`src/rtl/univ_shift_reg_if.sv`:
```
// Control, data and status bundle for the universal shift register.
// The master side drives the operation request; the slave side is the register.
interface univ_shift_reg_if #(
  parameter int WIDTH = 8,
  parameter int CNTW  = 4
);
  logic             en;
  logic             start;
  logic             abort;
  logic [2:0]       mode;
  logic [CNTW-1:0]  amt;
  logic [WIDTH-1:0] din;
  logic             sir;
  logic             sil;
  logic [WIDTH-1:0] q;
  logic             sor;
  logic             sol;
  logic             busy;
  logic             done;

  modport master (
    output en, start, abort, mode, amt, din, sir, sil,
    input  q, sor, sol, busy, done
  );

  modport slave (
    input  en, start, abort, mode, amt, din, sir, sil,
    output q, sor, sol, busy, done
  );
endinterface

```
`src/rtl/univ_shift_reg.sv`:
```
// Universal shift register: single-cycle operations on en, multi-step shift
// runs on start with a step counter, abort and a one-cycle done pulse.
module univ_shift_reg #(
  parameter int WIDTH = 8,
  parameter int CNTW  = 4
) (
  input  logic          clk,
  input  logic          rst_n,
  univ_shift_reg_if.slave bus
);

  typedef enum logic { IDLE, RUN } state_t;

  typedef enum logic [2:0] {
    OP_HOLD = 3'b000,
    OP_LOAD = 3'b001,
    OP_SR   = 3'b010,
    OP_SL   = 3'b011,
    OP_ROR  = 3'b100,
    OP_ROL  = 3'b101,
    OP_ASR  = 3'b110,
    OP_CLR  = 3'b111
  } op_t;

  state_t           state, state_n;
  logic [WIDTH-1:0] q_r, q_n;
  logic [CNTW-1:0]  cnt, cnt_n;
  logic [2:0]       cmode, cmode_n;
  logic             done_r, done_n;
  logic             run_mode;

  function automatic logic [WIDTH-1:0] apply_op(
    input logic [2:0]       op,
    input logic [WIDTH-1:0] v,
    input logic [WIDTH-1:0] d,
    input logic             r,
    input logic             l
  );
    logic [WIDTH-1:0] res;
    case (op_t'(op))
      OP_HOLD: res = v;
      OP_LOAD: res = d;
      OP_SR:   res = {r, v[WIDTH-1:1]};
      OP_SL:   res = {v[WIDTH-2:0], l};
      OP_ROR:  res = {v[0], v[WIDTH-1:1]};
      OP_ROL:  res = {v[WIDTH-2:0], v[WIDTH-1]};
      OP_ASR:  res = {v[WIDTH-1], v[WIDTH-1:1]};
      default: res = '0;
    endcase
    return res;
  endfunction

  // Only the shift/rotate modes become multi-step runs; hold/load/clear execute once.
  assign run_mode = (bus.mode >= OP_SR) && (bus.mode <= OP_ASR);

  always_ff @(posedge clk or negedge rst_n) begin
    if (!rst_n) begin
      state  <= IDLE;
      q_r    <= '0;
      cnt    <= '0;
      cmode  <= '0;
      done_r <= 1'b0;
    end else begin
      state  <= state_n;
      q_r    <= q_n;
      cnt    <= cnt_n;
      cmode  <= cmode_n;
      done_r <= done_n;
    end
  end

  always_comb begin
    state_n = state;
    q_n     = q_r;
    cnt_n   = cnt;
    cmode_n = cmode;
    done_n  = 1'b0;
    case (state)
      IDLE: begin
        if (bus.start) begin
          if (!run_mode) begin
            q_n    = apply_op(bus.mode, q_r, bus.din, bus.sir, bus.sil);
            done_n = 1'b1;
          end else if (bus.amt == '0) begin
            done_n = 1'b1;
          end else begin
            cmode_n = bus.mode;
            cnt_n   = bus.amt;
            state_n = RUN;
          end
        end else if (bus.en) begin
          q_n = apply_op(bus.mode, q_r, bus.din, bus.sir, bus.sil);
        end
      end
      RUN: begin
        if (bus.abort) begin
          cnt_n   = '0;
          state_n = IDLE;
        end else begin
          q_n   = apply_op(cmode, q_r, bus.din, bus.sir, bus.sil);
          cnt_n = cnt - 1'b1;
          if (cnt == CNTW'(1)) begin
            state_n = IDLE;
            done_n  = 1'b1;
          end
        end
      end
      default: state_n = IDLE;
    endcase
  end

  assign bus.q    = q_r;
  assign bus.sor  = q_r[0];
  assign bus.sol  = q_r[WIDTH-1];
  assign bus.busy = (state == RUN);
  assign bus.done = done_r;

endmodule
```
`src/flat_wrapper.sv`:
```
// flat-port wrapper written by rule: the top's interface ports become plain ports
module univ_shift_reg_flat 
#(
  parameter int WIDTH = 8,
  parameter int CNTW  = 4
)
  (clk, rst_n, bus_en, bus_start, bus_abort, bus_mode, bus_amt, bus_din, bus_sir, bus_sil, bus_q, bus_sor, bus_sol, bus_busy, bus_done);
  univ_shift_reg_if #(.WIDTH(WIDTH), .CNTW(CNTW)) bus_i ();
  input  logic clk;
  input  logic rst_n;
  input wire logic [$bits(bus_i.en)-1:0] bus_en;
  input wire logic [$bits(bus_i.start)-1:0] bus_start;
  input wire logic [$bits(bus_i.abort)-1:0] bus_abort;
  input wire logic [$bits(bus_i.mode)-1:0] bus_mode;
  input wire logic [$bits(bus_i.amt)-1:0] bus_amt;
  input wire logic [$bits(bus_i.din)-1:0] bus_din;
  input wire logic [$bits(bus_i.sir)-1:0] bus_sir;
  input wire logic [$bits(bus_i.sil)-1:0] bus_sil;
  output wire logic [$bits(bus_i.q)-1:0] bus_q;
  output wire logic [$bits(bus_i.sor)-1:0] bus_sor;
  output wire logic [$bits(bus_i.sol)-1:0] bus_sol;
  output wire logic [$bits(bus_i.busy)-1:0] bus_busy;
  output wire logic [$bits(bus_i.done)-1:0] bus_done;
  assign bus_i.en = bus_en;
  assign bus_i.start = bus_start;
  assign bus_i.abort = bus_abort;
  assign bus_i.mode = bus_mode;
  assign bus_i.amt = bus_amt;
  assign bus_i.din = bus_din;
  assign bus_i.sir = bus_sir;
  assign bus_i.sil = bus_sil;
  assign bus_q = bus_i.q;
  assign bus_sor = bus_i.sor;
  assign bus_sol = bus_i.sol;
  assign bus_busy = bus_i.busy;
  assign bus_done = bus_i.done;
  univ_shift_reg #(.WIDTH(WIDTH), .CNTW(CNTW)) u_core (.clk(clk), .rst_n(rst_n), .bus(bus_i));
endmodule
```
`config.mk`:
```
export PLATFORM = sky130hd
export DESIGN_NAME = univ_shift_reg_flat
export DESIGN_NICKNAME = d
export VERILOG_FILES = /design/src/rtl/univ_shift_reg_if.sv /design/src/rtl/univ_shift_reg.sv /design/src/flat_wrapper.sv
export SDC_FILE = /design/constraint.sdc
export NUM_CORES = 1
export LEC_CHECK = 0
export ABC_AREA = 0
export CAP_MARGIN = 5
export CELL_PAD_IN_SITES_DETAIL_PLACEMENT = 1
export CELL_PAD_IN_SITES_GLOBAL_PLACEMENT = 2
export CORE_MARGIN = 2
export CORE_UTILIZATION = 33
export CTS_BUF_LIST = sky130_fd_sc_hd__clkbuf_8 sky130_fd_sc_hd__clkbuf_16
export DETAILED_ROUTE_END_ITERATION = 12
export HOLD_SLACK_MARGIN = 0.1
export PLACE_DENSITY = 0.88
export SLEW_MARGIN = 10
export SYNTH_ARGS = -nofsm -noshare
export SYNTH_HDL_FRONTEND = slang
export SYNTH_SLANG_ARGS = --single-unit
```
`constraint.sdc`:
```
create_clock -name clk -period 4.1 [get_ports clk]
set_input_delay 0.82 -clock clk [delete_from_list [all_inputs] [get_ports clk]]
set_output_delay 0.82 -clock clk [all_outputs]
set_load 0.01 [all_outputs]
```
* Word-level counts from Yosys, hierarchy flattened *
Cells that the tools add are included.

storage, ports and cells
  input port bits = 22
  bits in writable memories = 0
  ROM bits = 0
  word-level logic and storage cells = 64
  memories kept = 0
  register bits after elaboration = 17
  latch bits = 0

operators by class
  magnitude comparators = 2
  divide/modulo/power cells = 0
  reduce and logical (&&, ||, !) cells = 8
  bitwise logic cells = 2
  shifts and indexed selects = 0
  mux-type cells = 24
  multiply operators = 0
  equality and inequality tests = 21
  add/sub/neg operators = 1

operators by type and width
  operator                                                                              number
  8-bit case mux with 7 select lines                                                    2
  8-bit 2-to-1 mux                                                                      4
  3-bit equality test (second input constant)                                           6
  4-bit 2-to-1 mux                                                                      4
  8-bit case mux with 2 select lines                                                    1
  3-bit by 2-bit equality test with 1-bit output (second input constant)                4
  1-bit 2-to-1 mux                                                                      10
  2-bit inequality test (second input constant)                                         5
  4-bit case mux with 2 select lines                                                    1
  4-bit AND reduction                                                                   2
  3-bit by 1-bit equality test with 1-bit output (second input constant)                2
  3-bit zero test                                                                       2
  3-bit inequality test (second input constant)                                         2
  5-bit AND reduction                                                                   1
  4-bit by 1-bit equality test with 1-bit output (second input constant)                1
  4-bit zero test                                                                       1
  1-bit case mux with 2 select lines                                                    2
  4-bit by 1-bit subtractor with 4-bit output (second input constant)                   1
  3-bit by 2-bit greater-or-equal comparator with 1-bit output (second input constant)  1
  3-bit less-or-equal comparator (second input constant)                                1
  3-bit AND reduction                                                                   1
  2-bit by 1-bit inequality test with 1-bit output (second input constant)              1
  1-bit NOT                                                                             2
  1-bit logical AND                                                                     1

* Logic depth before layout (Yosys ltp) *
Gate-level depths: netlist (run 1).

  depth in word-level cells = 5
  mapped depth = 8
  depth with buffers taken out = 5

* Worst setup path after synthesis (run 1) *
OpenSTA, ideal clock, no wires.

  path type = input -> register
  start = input bus_mode[0]
  end = register u_core.cmode[2]
  setup time = 0.128 ns
  path slack = 2.004 ns
  buffers on the path = 2
  arrival time = 1.969 ns
  stages on the path = 6
  cell sequence = buf_4 and3_1 nor3_2 and3_1 buf_2 mux2_1

on the way
  cells in the longest elaborated chain, start to end = 3

ends and longest elaborated chain
  what                                                                                                            line                  RTL
  start, declared                                                                                                 flat_wrapper.sv:14    input wire logic [$bits(bus_i.mode)-1:0] bus_mode;
  3-bit by 2-bit greater-or-equal comparator with 1-bit output or 3-bit less-or-equal comparator (tied branches)  univ_shift_reg.sv:54  assign run_mode = (bus.mode >= OP_SR) && (bus.mode <= OP_ASR);
  1-bit logical AND (*)                                                                                           univ_shift_reg.sv:54
  4-bit AND reduction (no source line) (*)                                                                        -
  end signal, assigned                                                                                            univ_shift_reg.sv:67  cmode <= cmode_n;
  end, declared                                                                                                   univ_shift_reg.sv:28  logic [2:0] cmode, cmode_n;

Mark *: on every way between the ends. The rest lies on a longest branch, timed or not.
A chain may end at the register's enable or synchronous reset.

* Worst setup path in the final report (run 1) *
  start = input bus_mode[1]
  end = register u_core.q_r[2] (netlist: u_core.bus.q[2])

on the way
  cells in the longest elaborated chain, start to end = 5

ends and longest elaborated chain
  what                                         line                                        RTL
  3-bit equality test (tied with other cells)  univ_shift_reg.sv:40                        case (op_t'(op))
  8-bit case mux with 7 select lines           univ_shift_reg.sv:40
  8-bit 2-to-1 mux, on equally long branches   univ_shift_reg.sv:91, univ_shift_reg.sv:81
  8-bit 2-to-1 mux                             univ_shift_reg.sv:80                        if (bus.start) begin
  8-bit case mux with 2 select lines           univ_shift_reg.sv:78                        case (state)
  end signal, assigned                         univ_shift_reg.sv:65                        q_r <= q_n;
  end, declared                                univ_shift_reg.sv:26                        logic [WIDTH-1:0] q_r, q_n;

Parallel ways exist; a longest one is shown, timed or not. The select of a mux whose other input is x is not followed.

==> results of run 1 <==
worst max-delay path by stage:
| stage | startpoint | end | slack, ns | depth (start not counted) |
|---|---|---|---|---|
| floorplan | bus_mode[0] | u_core.cmode[2] | 2.00 | 6 |
| global placement | bus_mode[1] | u_core.bus.q[5] | 1.06 | 6 |
| detailed placement | bus_mode[1] | u_core.bus.q[5] | 0.91 | 6 |
| CTS | bus_mode[1] | u_core.bus.q[5] | 1.17 | 6 |
| global route | bus_mode[1] | u_core.bus.q[2] | 0.99 | 6 |
| finish | bus_mode[1] | u_core.bus.q[2] | 1.16 | 6 |
critical path, stage by stage:
cell and delay, ns:
clkdlybuf4s50_1 0.76, nor2b_4 0.40, nor3_2 0.10, o32ai_4 0.58, o221ai_1 0.27, o21a_1 0.16
cell usage after synthesis, drive strengths merged, types with 2 or more instances:
cell type / count
dfrtp: 17
mux2: 15
a22o: 12
nor2: 12
a222oi: 11
buf: 11
a21oi: 8
clkbuf: 8
nor2b: 7
inv: 6
nor3: 6
o21ai: 6
a31oi: 5
nand2: 5
o21a: 5
mux2i: 4
o221ai: 4
a211oi: 2
a22oi: 2
and3: 2
ha: 2
nand3: 2
o22a: 2
o22ai: 2
o2bb2ai: 2
o32ai: 2
kinds of logic (layout without fill, tap and decap cells):
group	after synthesis	after routing	synth area share (%)
multiplexers	19	19	13.7
XOR/XNOR	2	2	1.11
adder cells (fa/ha/maj)	2	2	1.58
AO/OA/AOI/OAI	68	68	34.7
AND/OR/NAND/NOR	38	38	12.9
buffers and inverters	26	44	9.03
flip-flops	17	17	26.9
power groups by stage:
stage               sequential, uW  clock [uW]  combinational, uW
detailed placement             433           0                649
finish                         430         127                652
global placement               420           0                623
CTS                            428         131                653
floorplan                      322           0                517
global route                   450         139                711
through the flow:
stage	worst slack (ns)	cells	total power [uW]	cell area (sq um)
6_report	1.16	244	1210	1910
5_1_grt	0.991	244	1300	1910
4_1_cts	1.17	244	1210	1910
3_5_place_dp	0.908	240	1080	1860
3_3_place_gp	1.06	240	1040	1860
2_1_floorplan	2.00	172	839	1580
flip-flops by register name, summed over array words and instances (netlist names):
| name | flops |
|---|---|
| u_core.cmode | 3 |
| u_core.cnt | 4 |
| u_core.bus.busy | 1 |
| u_core.bus.done | 1 |
| u_core.bus.q | 8 |
layout make-up:
| class | count | area [sq um] | share of cell area (%) |
|---|---|---|---|
| clock buffer | 3 | 41.3 | 2.17 |
| clock inverter | 1 | 3.75 | 0.197 |
| inverter | 7 | 26.3 | 1.38 |
| multi-input combinational | 129 | 1010 | 53.1 |
| sequential | 17 | 425 | 22.3 |
| tap | 54 | 67.6 | 3.55 |
| timing repair buffer | 33 | 330 | 17.3 |
per-layer routing:
layer	track usage, %	share of wire, %	wire length (microns)
met3	2.90	5.9	295
met2	32.5	50	2520
met4	8.85	2.2	112
met1	26.2	42	2090
met5	0	0	0
==> impl_metrics.env, run 1 <==
export IMPL_route_detailed_drc=0
export IMPL_area_growth_pct=20.7
export IMPL_synth_top_area_cells="dfrtp_1, mux2_2, a222oi_1, a22o_1, nor2_1"
export IMPL_globalplace_congestion=0.878
export IMPL_async_reset_ff_share_pct=100
export IMPL_postCtsSetupRepairBufs=0
export IMPL_grt_total_usage_pct=20.0
export IMPL_finalCritPeriodShare_pct=71.7
export IMPL_skew_ns=0.00860
export IMPL_timing_slew_headroom_pct=41.3
export IMPL_io_pins=34
export IMPL_netlist_top_cell_by_area="dfrtp_1"
export IMPL_critPathRequiredTime_ns=4.25
export IMPL_share_clk_of_total_power_pct=10.5
export IMPL_timing_critical_path_fanout_max=16
export IMPL_vdd_ir_drop_max_mv=0.214
export IMPL_reg2reg_setup_slack_ns=1.95
export IMPL_synth_top_cell_area_share_pct=26.9
export IMPL_utilization_pct=40.9
export IMPL_number_of_filler_cells_placed_in_the_layout=545
export IMPL_power_switching_uw=548
export IMPL_syn_mean_instance_area_sq_um=9.18
export IMPL_comb_power_share_pct=53.9
export IMPL_clk_pin_slew_ns=0.06
export IMPL_power_frac_seq_pct=35.5
export IMPL_num_nets_final=215
export IMPL_route_final_wire_length_microns=5010
export IMPL_p_sw_share_pct=45.3
export IMPL_path_class="primary input to flip-flop"
export IMPL_cts_root_buffer_cell="clkbuf_8"
export IMPL_die_w_microns=73.2
export IMPL_drive_gt1_share_pct=11.6
export IMPL_cts_resized=0
export IMPL_clk_insertion_delay_late_ns=0.26
export IMPL_synthDistinctLibCells=47
export IMPL_cts_htree_levels=1
export IMPL_dominant_register_cell_in_the_synthesized_netlist="dfrtp_1"
export IMPL_dp_final_hpwl_microns=3660
export IMPL_maxClockFrequency_ghz=0.340
export IMPL_ys_warn_count=0
export IMPL_route_vias_total=1547
export IMPL_detailedRoute_firstIterationViolations=149
export IMPL_number_of_synthesized_flops_with_an_enable_pin=0
export IMPL_placeableCoreArea_sq_mm=0.00466
export IMPL_holdPathStages=2
export IMPL_rsz0062_at_grt="false"
export IMPL_first_pass_grt_wire_length_microns=8200
export IMPL_post_cts_hold_buffer_count=0
export IMPL_detailedRoute_firstPassIterationCount=5
export IMPL_critical_path_startpoint_type="primary input"
export IMPL_floorplan_die_area_sq_mm=0.00535
export IMPL_hold_slack_final_ns=0.520
export IMPL_grt_start_max_net_pins=18
export IMPL_reg2reg_depth=5
export IMPL_fin_tns_setup_ns=0
export IMPL_min_to="u_core.cnt[1]"
export IMPL_synthesized_nets=196
export IMPL_ff_latch_count_synth=17
export IMPL_worst_r2r_endpoint="u_core.bus.q[0]"
export IMPL_port_buffers=33
export IMPL_worstMarginPinSlew_ns=0.878
export IMPL_sequential_to_total_area_share_from_yosys_stat_pct=26.9
export IMPL_power_leakage_uw=0.000732
export IMPL_final_common_cell="clkdlybuf4s50_1"
export IMPL_first_global_vias=1569
export IMPL_core_rowCount=25
export IMPL_via_density=6.34
export IMPL_cp_data_arrival_time_ns=3.09
export IMPL_status="completed"
export IMPL_drv_max_cap_violation_count=0
export IMPL_insertedDiodeCount=0
export IMPL_initial_standard_cell_utilization_of_the_core_pct=33.9
export IMPL_post_synth_inst_count=172
export IMPL_r2r_start="u_core.cmode[1]"
export IMPL_internal_power_uw=662
export IMPL_drtAntennaViolNets=0
export IMPL_power_per_cell_area_mw_per_mm2=635
export IMPL_synthesis_area_sq_mm=0.00158
export IMPL_setup_worst_path_end_class="flip-flop"
export IMPL_final_hold_viol_count=0
export IMPL_post_route_min_period_ns=2.94
export IMPL_max_clock_path_buffers=2
export IMPL_layout_cells_most_common_list="clkdlybuf4s50_1, dfrtp_1, nor2_1, a22o_1"
export IMPL_slew_violations=0
export IMPL_cts_sink_count=17
export IMPL_worst_hold_startpoint="u_core.cnt[1]"
export IMPL_cts_tree="yes"
export IMPL_die_h_microns=73.2
export IMPL_min_path_type="flip-flop to flip-flop"
export IMPL_globalRoute_totalOverflow=0
export IMPL_tritoncts_num_buffers=3
export IMPL_grt_antenna_before_repair=0
export IMPL_wire_per_inst_microns=20.5
export IMPL_finalSetupViolations=0
(Power assumes the default switching activity.)
==> inputs of run 2 (changes only) <==
--- a/config.mk
+++ b/config.mk
@@ -10,11 +10,11 @@
 export CELL_PAD_IN_SITES_DETAIL_PLACEMENT = 1
 export CELL_PAD_IN_SITES_GLOBAL_PLACEMENT = 2
 export CORE_MARGIN = 2
-export CORE_UTILIZATION = 33
+export CORE_UTILIZATION = 28
 export CTS_BUF_LIST = sky130_fd_sc_hd__clkbuf_8 sky130_fd_sc_hd__clkbuf_16
 export DETAILED_ROUTE_END_ITERATION = 12
 export HOLD_SLACK_MARGIN = 0.1
-export PLACE_DENSITY = 0.88
+export PLACE_DENSITY = 0.8
 export SLEW_MARGIN = 10
 export SYNTH_ARGS = -nofsm -noshare
 export SYNTH_HDL_FRONTEND = slang
==> constraint.sdc (replaced) <==
create_clock -name clk -period 2.6 [get_ports clk]
set_input_delay 0.52 -clock clk [delete_from_list [all_inputs] [get_ports clk]]
set_output_delay 0.52 -clock clk [all_outputs]
set_load 0.01 [all_outputs]
==> impl_metrics.env, run 2 (same netlist as run 1, synthesis figures left out) <==
export IMPL_globalRoute_totalOverflow=0
export IMPL_layout_cells_most_common_list="clkdlybuf4s50_1, dfrtp_1, nor2_1, a22o_1"
export IMPL_worstMarginPinSlew_ns=0.649
export IMPL_post_cts_hold_buffer_count=0
export IMPL_worst_r2r_endpoint="u_core.bus.q[0]"
export IMPL_num_nets_final=222
export IMPL_postPlaceCellArea_sq_mm=0.00195
export IMPL_worst_slack_at_placement_ns=0.156
export IMPL_worst_slack_ns=0.414
export IMPL_max_clock_path_buffers=2
export IMPL_core_rowCount=27
export IMPL_largest_register_ff_count=8
export IMPL_timing_slew_headroom_pct=56.8
export IMPL_finalSetupViolations=0
export IMPL_p_sw_share_pct=44.1
export IMPL_io_pins=34
export IMPL_port_buffers=33
export IMPL_via_density=5.68
export IMPL_min_path_type="flip-flop to flip-flop"
export IMPL_hold_slack_final_ns=0.524
export IMPL_maxClockFrequency_ghz=0.458
export IMPL_slew_violations=0
export IMPL_status="completed"
export IMPL_die_h_microns=79.1
export IMPL_fin_tns_setup_ns=0
export IMPL_cp_data_arrival_time_ns=2.33
export IMPL_cts_htree_levels=1
export IMPL_number_of_filler_cells_placed_in_the_layout=636
export IMPL_globalplace_congestion=0.831
export IMPL_tritoncts_num_buffers=3
export IMPL_initial_standard_cell_utilization_of_the_core_pct=28.9
export IMPL_final_hold_viol_count=0
export IMPL_grt_antenna_before_repair=0
export IMPL_die_w_microns=79.1
export IMPL_reg2reg_setup_slack_ns=0.50
export IMPL_drv_max_cap_violation_count=0
export IMPL_dp_final_hpwl_microns=3590
export IMPL_drive_gt1_share_pct=14.7
export IMPL_critPathRequiredTime_ns=2.74
export IMPL_clk_insertion_delay_late_ns=0.25
export IMPL_cts_sink_count=17
export IMPL_power_per_cell_area_mw_per_mm2=955
export IMPL_route_vias_total=1528
export IMPL_finalCritPeriodShare_pct=84.1
export IMPL_area_growth_pct=26.2
export IMPL_grt_total_usage_pct=16.1
export IMPL_cts_resized=0
export IMPL_power_leakage_uw=0.000771
export IMPL_reg2reg_depth=5
export IMPL_internal_power_uw=1060
export IMPL_path_class="primary input to flip-flop"
export IMPL_skew_ns=0.000497
export IMPL_placeableCoreArea_sq_mm=0.00547
export IMPL_crit_start="bus_mode[1]"
export IMPL_cts_root_buffer_cell="clkbuf_8"
export IMPL_first_global_vias=1495
export IMPL_route_detailed_drc=0
export IMPL_drtAntennaViolNets=0
export IMPL_rsz0062_at_grt="false"
export IMPL_cts_tree="yes"
export IMPL_vdd_ir_drop_max_mv=0.297
export IMPL_route_final_wire_length_microns=4790
export IMPL_post_route_min_period_ns=2.19
export IMPL_detailedRoute_firstIterationViolations=164
export IMPL_final_common_cell="clkdlybuf4s50_1"
export IMPL_share_clk_of_total_power_pct=10.3
export IMPL_critical_path_capture_point="u_core.bus.q[5]"
export IMPL_power_frac_seq_pct=34.8
export IMPL_setup_worst_path_end_class="flip-flop"
export IMPL_detailedRoute_firstPassIterationCount=5
export IMPL_first_pass_grt_wire_length_microns=8010
export IMPL_insertedDiodeCount=0
export IMPL_r2r_start="u_core.cmode[1]"
export IMPL_critical_path_startpoint_type="primary input"
export IMPL_postCtsSetupRepairBufs=0
export IMPL_clk_pin_slew_ns=0.07
export IMPL_grt_start_max_net_pins=18
export IMPL_fin_area_sq_mm=0.00199
export IMPL_comb_power_share_pct=54.8
export IMPL_power_switching_uw=838
export IMPL_timing_critical_path_fanout_max=16
export IMPL_floorplan_die_area_sq_mm=0.00626
export IMPL_wire_per_inst_microns=17.8
## run 2: metrics by stage
| step | cells | util [%] | power [uW] |
|---|---|---|---|
| 2_1_floorplan | 172 | - | 1320 |
| 3_3_place_gp | 265 | 35.6 | 1700 |
| 3_5_place_dp | 265 | 35.6 | 1710 |
| 4_1_cts | 269 | 36.4 | 1920 |
| 5_1_grt | 269 | 36.4 | 2060 |
| 6_report | 269 | 36.4 | 1900 |
## run 2: power by group through the flow
stage	combinational [uW]	sequential, uW	clock [uW]
finish	1040	663	197
global route	1150	693	221
CTS	1050	658	209
detailed placement	1050	664	0
global placement	1040	657	0
floorplan	815	508	0
## run 2: final cells by class
type	instances	area, sq um	area share [%]
Clock inverter	1	3.75	0.188
Tap cell	72	90.1	4.52
Multi-Input combinational cell	129	1010	50.7
Inverter	7	26.3	1.32
Sequential cell	17	425	21.3
Clock buffer	3	41.3	2.07
Timing Repair Buffer	40	395	19.8
## run 2: metal layers
metal  global-route usage, %  vias up  share of wire (%)  routed length, microns
li1                        -      729                  -                       -
met1                    23.2      748                 48                    2280
met2                    24.5       47                 46                    2200
met3                    2.27        4                5.8                     276
met4                    5.69        0               0.77                      37
met5                       0        -                  0                       0
## run 2: how the worst min path moves through the flow
stage	startpoint	end	slack, ns	cells past startpoint
after floorplan	rst_n	u_core.bus.busy	0.22	0
after global placement	u_core.cnt[1]	u_core.cnt[1]	0.51	2
after detailed placement	u_core.cnt[1]	u_core.cnt[1]	0.52	2
after CTS	u_core.cnt[1]	u_core.cnt[1]	0.53	2
after global routing	u_core.cnt[1]	u_core.cnt[1]	0.60	2
final	u_core.cnt[1]	u_core.cnt[1]	0.52	2
## run 2: critical path, cell delays in order
cell             delay (ns)
clkdlybuf4s50_1        0.50
buf_12                 0.16
nor2b_1                0.20
nor3_2                 0.07
o32ai_4                0.34
buf_4                  0.25
o221ai_1               0.14
o21a_1                 0.14
